--- src/rtl/uart_rx_fsm.sv ---
// UART receive control/datapath stage: 3-sample majority oversampling, frame
// sequencing, LSB-first deserialization and parity/stop checking.
module uart_rx_fsm #(
  parameter int DATA_W     = 8,
  parameter int PRESCALE_W = 6,
  parameter int BIT_CNT_W  = 4
) (
  input  logic                  clk,
  input  logic                  rst,
  input  logic                  rx_in,
  input  logic [PRESCALE_W-1:0] prescale,
  input  logic                  par_en,
  input  logic                  par_typ,
  input  logic [PRESCALE_W-1:0] edge_count,
  input  logic [BIT_CNT_W-1:0]  bit_count,
  output logic                  cnt_enable,
  output logic                  disable_bit_count,
  output logic [DATA_W-1:0]     p_data,
  output logic                  data_valid,
  output logic                  par_err,
  output logic                  stp_err,
  output logic [2:0]            state_dbg
);

  typedef enum logic [2:0] {
    IDLE   = 3'd0,
    START  = 3'd1,
    DATA   = 3'd2,
    PARITY = 3'd3,
    STOP   = 3'd4
  } state_t;

  localparam logic [PRESCALE_W-1:0] PS4  = PRESCALE_W'(4);
  localparam logic [PRESCALE_W-1:0] PS8  = PRESCALE_W'(8);
  localparam logic [PRESCALE_W-1:0] PS16 = PRESCALE_W'(16);
  localparam logic [PRESCALE_W-1:0] PS32 = PRESCALE_W'(32);
  localparam logic [PRESCALE_W-1:0] ONE  = PRESCALE_W'(1);

  state_t                  state;
  logic [PRESCALE_W-1:0]   prescale_q;
  logic                    par_en_q;
  logic                    par_typ_q;
  logic [DATA_W-1:0]       shift_q;
  logic                    par_acc;
  logic                    perr;
  logic                    s0, s1, s2;
  logic                    maj_q;

  logic [PRESCALE_W-1:0]   half;
  logic                    active;
  logic                    prescale_legal;
  logic                    end_of_bit;
  logic                    at_s0, at_s1, at_s2;
  logic                    s0_d, s1_d, s2_d;
  logic                    maj_now;
  logic                    bit_val;
  logic                    abort;
  logic                    frame_ok;

  assign state_dbg = state;

  always_comb begin
    half           = prescale >> 1;
    active         = (state != IDLE);
    prescale_legal = (prescale == PS4) || (prescale == PS8) ||
                     (prescale == PS16) || (prescale == PS32);
    end_of_bit     = (edge_count == prescale - ONE);
    at_s0          = active && (edge_count == half - ONE);
    at_s1          = active && (edge_count == half);
    at_s2          = active && (edge_count == half + ONE);
    s0_d           = at_s0 ? rx_in : s0;
    s1_d           = at_s1 ? rx_in : s1;
    s2_d           = at_s2 ? rx_in : s2;
    maj_now        = (s0_d & s1_d) | (s1_d & s2_d) | (s0_d & s2_d);
    // At prescale 4 the last sample lands on end_of_bit, so the fresh vote
    // bypasses the majority register for that one cycle.
    bit_val        = at_s2 ? maj_now : maj_q;
    abort          = active && (!prescale_legal || (prescale != prescale_q));
    frame_ok       = bit_val & ~(perr & par_en_q);
  end

  // data_valid/par_err/stp_err are single-cycle strobes with no back-pressure:
  // a consumer must take p_data in the cycle data_valid is high.
  always_ff @(posedge clk or negedge rst) begin
    if (!rst) begin
      state             <= IDLE;
      cnt_enable        <= 1'b0;
      disable_bit_count <= 1'b1;
      p_data            <= '0;
      data_valid        <= 1'b0;
      par_err           <= 1'b0;
      stp_err           <= 1'b0;
      prescale_q        <= '0;
      par_en_q          <= 1'b0;
      par_typ_q         <= 1'b0;
      shift_q           <= '0;
      par_acc           <= 1'b0;
      perr              <= 1'b0;
      s0                <= 1'b0;
      s1                <= 1'b0;
      s2                <= 1'b0;
      maj_q             <= 1'b0;
    end else begin
      data_valid <= 1'b0;
      par_err    <= 1'b0;
      stp_err    <= 1'b0;
      s0         <= s0_d;
      s1         <= s1_d;
      s2         <= s2_d;
      maj_q      <= maj_now;
      if (abort) begin
        state             <= IDLE;
        cnt_enable        <= 1'b0;
        disable_bit_count <= 1'b1;
        shift_q           <= '0;
        par_acc           <= 1'b0;
        perr              <= 1'b0;
      end else begin
        case (state)
          IDLE: begin
            if (!rx_in && prescale_legal) begin
              state             <= START;
              cnt_enable        <= 1'b1;
              disable_bit_count <= 1'b0;
              prescale_q        <= prescale;
              par_en_q          <= par_en;
              par_typ_q         <= par_typ;
              shift_q           <= '0;
              par_acc           <= 1'b0;
              perr              <= 1'b0;
            end
          end
          START: begin
            if (end_of_bit) begin
              if (bit_val) begin
                state             <= IDLE;
                cnt_enable        <= 1'b0;
                disable_bit_count <= 1'b1;
              end else begin
                state <= DATA;
              end
            end
          end
          DATA: begin
            if (end_of_bit) begin
              shift_q <= {bit_val, shift_q[DATA_W-1:1]};
              par_acc <= par_acc ^ bit_val;
              if (bit_count == BIT_CNT_W'(DATA_W)) begin
                state <= par_en_q ? PARITY : STOP;
              end
            end
          end
          PARITY: begin
            if (end_of_bit) begin
              perr  <= bit_val ^ par_acc ^ par_typ_q;
              state <= STOP;
            end
          end
          STOP: begin
            if (end_of_bit) begin
              state             <= IDLE;
              cnt_enable        <= 1'b0;
              disable_bit_count <= 1'b1;
              stp_err           <= ~bit_val;
              par_err           <= perr & par_en_q;
              data_valid        <= frame_ok;
              if (frame_ok) begin
                p_data <= shift_q;
              end
            end
          end
          default: begin
            state             <= IDLE;
            cnt_enable        <= 1'b0;
            disable_bit_count <= 1'b1;
          end
        endcase
      end
    end
  end

endmodule

--- config.mk ---
export PLATFORM = sky130hd
export DESIGN_NAME = uart_rx_fsm
export DESIGN_NICKNAME = d
export VERILOG_FILES = /design/src/rtl/uart_rx_fsm.sv
export SDC_FILE = /design/constraint.sdc
export NUM_CORES = 1
export LEC_CHECK = 0
export BUFFER_PORTS_ARGS = -buffer_cell sky130_fd_sc_hd__buf_2
export CAP_MARGIN = 5
export CORE_MARGIN = 2
export CORE_UTILIZATION = 55
export CTS_CLUSTER_SIZE = 28
export DETAILED_ROUTE_END_ITERATION = 10
export GPL_ROUTABILITY_DRIVEN = 1
export GPL_TIMING_DRIVEN = 0
export HOLD_SLACK_MARGIN = 0.05
export PLACE_DENSITY = 0.82
export SLEW_MARGIN = 0
export SYNTH_ARGS = -nofsm -noshare
export SYNTH_HDL_FRONTEND = slang
export SYNTH_SLANG_ARGS = --single-unit
--- constraint.sdc ---
create_clock -name clk -period 3.2 [get_ports clk]
set_input_delay 0.48 -clock clk [delete_from_list [all_inputs] [get_ports clk]]
set_output_delay 0.48 -clock clk [all_outputs]
set_load 0.01 [all_outputs]
==> summary.md <==
| Metric | Value |
|---|---|
| Status | finished, final reports clean |
| Wire length on met3 | 193 um |
| Number of enable flip-flop cells after synthesis | 0 |
| Clock transition at path regs | 80 ps |
| H-tree levels | 2 |
| Number of CTS-inserted buffers | 5 |
| Netlist cell types | 53 |
| Largest cells by area after synthesis | dfrtp_1 40%, xnor2_1 8.3%, mux2_2 6.3% |
| Critical path class | primary input to register |
| Gp weighted congestion | 0.9101 |
| M1 WL | 2259 um |
| PwrDens | 515.8 nW/um^2 |
| IO Port Bufs | 32 |
| FMAX | 340.5 MHz |
| Max transition margin | 0.4507 |
| Seq/Total Area, Yosys | 0.4122 |
| Req. time, crit path | 3390 ps |
| Largest net degree at the start of global routing | 39 |
| First-pass GRT wire length | 7886 um |
| Worst R2R Start | state_dbg[1] |
| Logic pwr share | 0.293 |
| WP data arrival | 3130 ps |
| Ys Warns | 0 |
| Crit-path slowest cell | or4b_1 |
| Final Max Slew Viols | 0 |
| Fill count | 340 |
| CP Cell Sequence | buf_2 > buf_2 > inv_1 > ha_1 > a21boi_0 > xnor2_1 > nor4_1 > and3_2 > o21ai_0 > and3_1 > or4b_1 > o21ai_0 |
| Die width | 68.81 um |
| Yosys reg bits | 38 |
| Layout area overhead | 13.81% |
| Vias in the first global route | 1,752 |
| Rows | 23 |
| GRT Total Usage | 0.2210 |
| CP max stage delay | 520 ps |
| Power share of the clock group | 0.255 |
| DIE AREA | 4734 um^2 |
| Seq pwr share | 0.451 |
| Clock Latency Late Sink | 290 ps |
| Worst R2R Path Depth | 10 |
| Most common flop cell mapped by yosys | dfrtp_1 |
| Clock Skews | 8.010 ps |
| CTS tree | yes |
| Final net count | 294 |
| Commonest non-fill, non-tap cells in the layout | 37 x dfrtp_1, 34 x buf_2, 22 x xnor2_1 |
| Hold Path Class | primary input to asynchronous set/reset pin |
| Initial core utilization | 0.5733 |
| Startpoint Class | primary input |
| Final Power | 1356 uW |
| Worst Path Buf+Inv | 3 |
| Die height | 68.81 um |
| RSZ-0062 raised after global routing | false |
| DR WL met2 | 2204 um |
| Leading area contributor after synthesis | dfrtp_1 |
| Final WS setup | 263.3 ps |
| Top Metal Used | met4 |
| CP Max Fanout | 10 |
| Iter 0 DRT Violations | 113 |
| Core Region | 4029 um^2 |
| Vias | 1,819 |
| Commonest non-fill, non-tap cell in the layout | dfrtp_1 |
| Leak Pwr | 0.001245 uW |
| CTS Root Cell | clkbuf_8 |
| DRC violations left | 0 |
| Cell Area, Synth | 2310 um^2 |
| Placement Cell Area | 2532 um^2 |
| Reg-to-reg endpoint | p_data[3] |
| Area share of the largest cell type after synthesis | 0.4009 |
| Clock tree buffer depth | 2 |
| Crit end category | register |
| DRT Wirelength | 4697 um |
| Via density | 5.702 |
| CP delay by family, top | simple AND/OR/NAND/NOR gates |
| Worst Setup SP | prescale[2] |
| Mean Syn Cell Area | 10.04 um^2 |
| Hold_buf cts | 0 |
| IO Pins | 37 |
| Post-synth net total | 256 |
| R2r setup slk | 340 ps |
| Antenna violations before repair | 0 |
| Max-cap viol count | 0 |
| Final Util | 0.6525 |
| Fin crit period | 2937 ps |
| Sw Pwr | 449.1 uW |
| Layout cell share with drive strength beyond 1 | 0.2528 |
| Diodes inserted | 0 |
| Setup tns final | 0 ps |
| Clock Sinks | 38 |
| Post-DRT Antenna Nets | 0 |
| Worst Tran Pin Value | 824.0 ps |
| Switching power share of the total | 0.3312 |
| Wire length per cell | 14.72 um |
| Worst IR Drop VDD | 0.0004026 V |
| Drt first pass iters | 4 |
| Synth Instances | 230 |
| Total grt overflow | 0 |
| Final setup vio count | 0 |
| Post-route cell area | 2629 um^2 |
| Period utilisation layout | 0.9177 |
| HPWL Detailed | 3398 um |
| Post-synthesis async set-or-reset flop share | 1.000 |
| Pre-CTS WS | -519.0 ps |
| Final Hold Fails | 0 |
| Int Power | 906.9 uW |
==> cells by family after synthesis <==
| kind of cell | after synthesis | synth area share |
|---|---|---|
| DFF | 38 | 0.4122 |
| adders and majority gates | 6 | 0.03142 |
| and+or+nand+nor | 71 | 0.1804 |
| buffers and inverters | 25 | 0.04984 |
| xor gates and xnor gates | 27 | 0.1024 |
| muxes | 16 | 0.07801 |
| AOI/OAI and AO/OA | 47 | 0.1457 |
==> layer usage <==
metal | track usage | up-vias
met2 | 0.3546 | 36
met3 | 0.05195 | 6
met1 | 0.3029 | 882
li1 | - | 895
met4 | 0.05392 | 0
met5 | 0 | -
==> repair_timing <==
action | CTS | global route
setup endpoints to repair | 9 | 9
buffers inserted | 1 | 0
gates cloned | 0 | 0
pin swaps | 1 | 0
endpoints found under the hold margin | 0 | 0
gates resized for setup | 0 | 1
==> Yosys cell counts (all sizes together) (5+ instances only) <==
master  count
xor2        5
nand3       8
nor3        6
nor2        9
buf         5
ha          5
clkbuf      9
a22o        8
and3        5
dfrtp      37
nand2      18
inv        11
o21ai      15
xnor2      22
a21oi       5
mux2       13
==> registers in the layout, summed over array words and instances (netlist names) <==
| register | count |
|---|---|
| prescale_q | 6 |
| par_acc | 1 |
| disable_bit_count | 1 |
| s0 | 1 |
| stp_err | 1 |
| cnt_enable | 1 |
| p_data | 8 |
| maj_q | 1 |
| s1 | 1 |
| par_en_q | 1 |
| data_valid | 1 |
| perr | 1 |
| shift_q | 8 |
| par_err | 1 |
| par_typ_q | 1 |
| s2 | 1 |
| state_dbg | 3 |
==> stage by stage <==
stage / hold slack [ps] / cells
floorplan: 184.4 / 230
global placement: 484.5 / 312
detailed placement: 489.2 / 312
CTS: 309.6 / 320
global route: 342.2 / 319
finish: 272.9 / 319
==> final cells by class <==
class                   instances  area, um^2  share of cell area
well taps                      50       62.56             0.02380
flip-flops and latches         38       952.2              0.3622
plain buffers                  12       66.31             0.02523
clock inverters                 2       12.51            0.004760
inverters                      11       41.29             0.01571
repair buffers                 33       167.7             0.06378
clock buffers                   6       82.58             0.03141
multi-input cells             167        1244              0.4731
==> how the worst max path moves through the flow <==
stage	slack, ps	cells after the start	endpoint
2_1_floorplan	190	11	p_data[0]
3_3_place_gp	-400	12	p_data[7]
3_5_place_dp	-520	12	p_data[3]
4_1_cts	80	13	state_dbg[0]
5_1_grt	140	12	state_dbg[0]
6_report	260	12	state_dbg[0]
==> power by group through the flow <==
stage,sequential [uW],combinational [uW],clock [uW]
finish,612,398,346
CTS,612,399,352
global route,624,442,374
floorplan,615,293,0
detailed placement,621,395,0
global placement,616,386,0
Power figures use the tool's default switching activity.
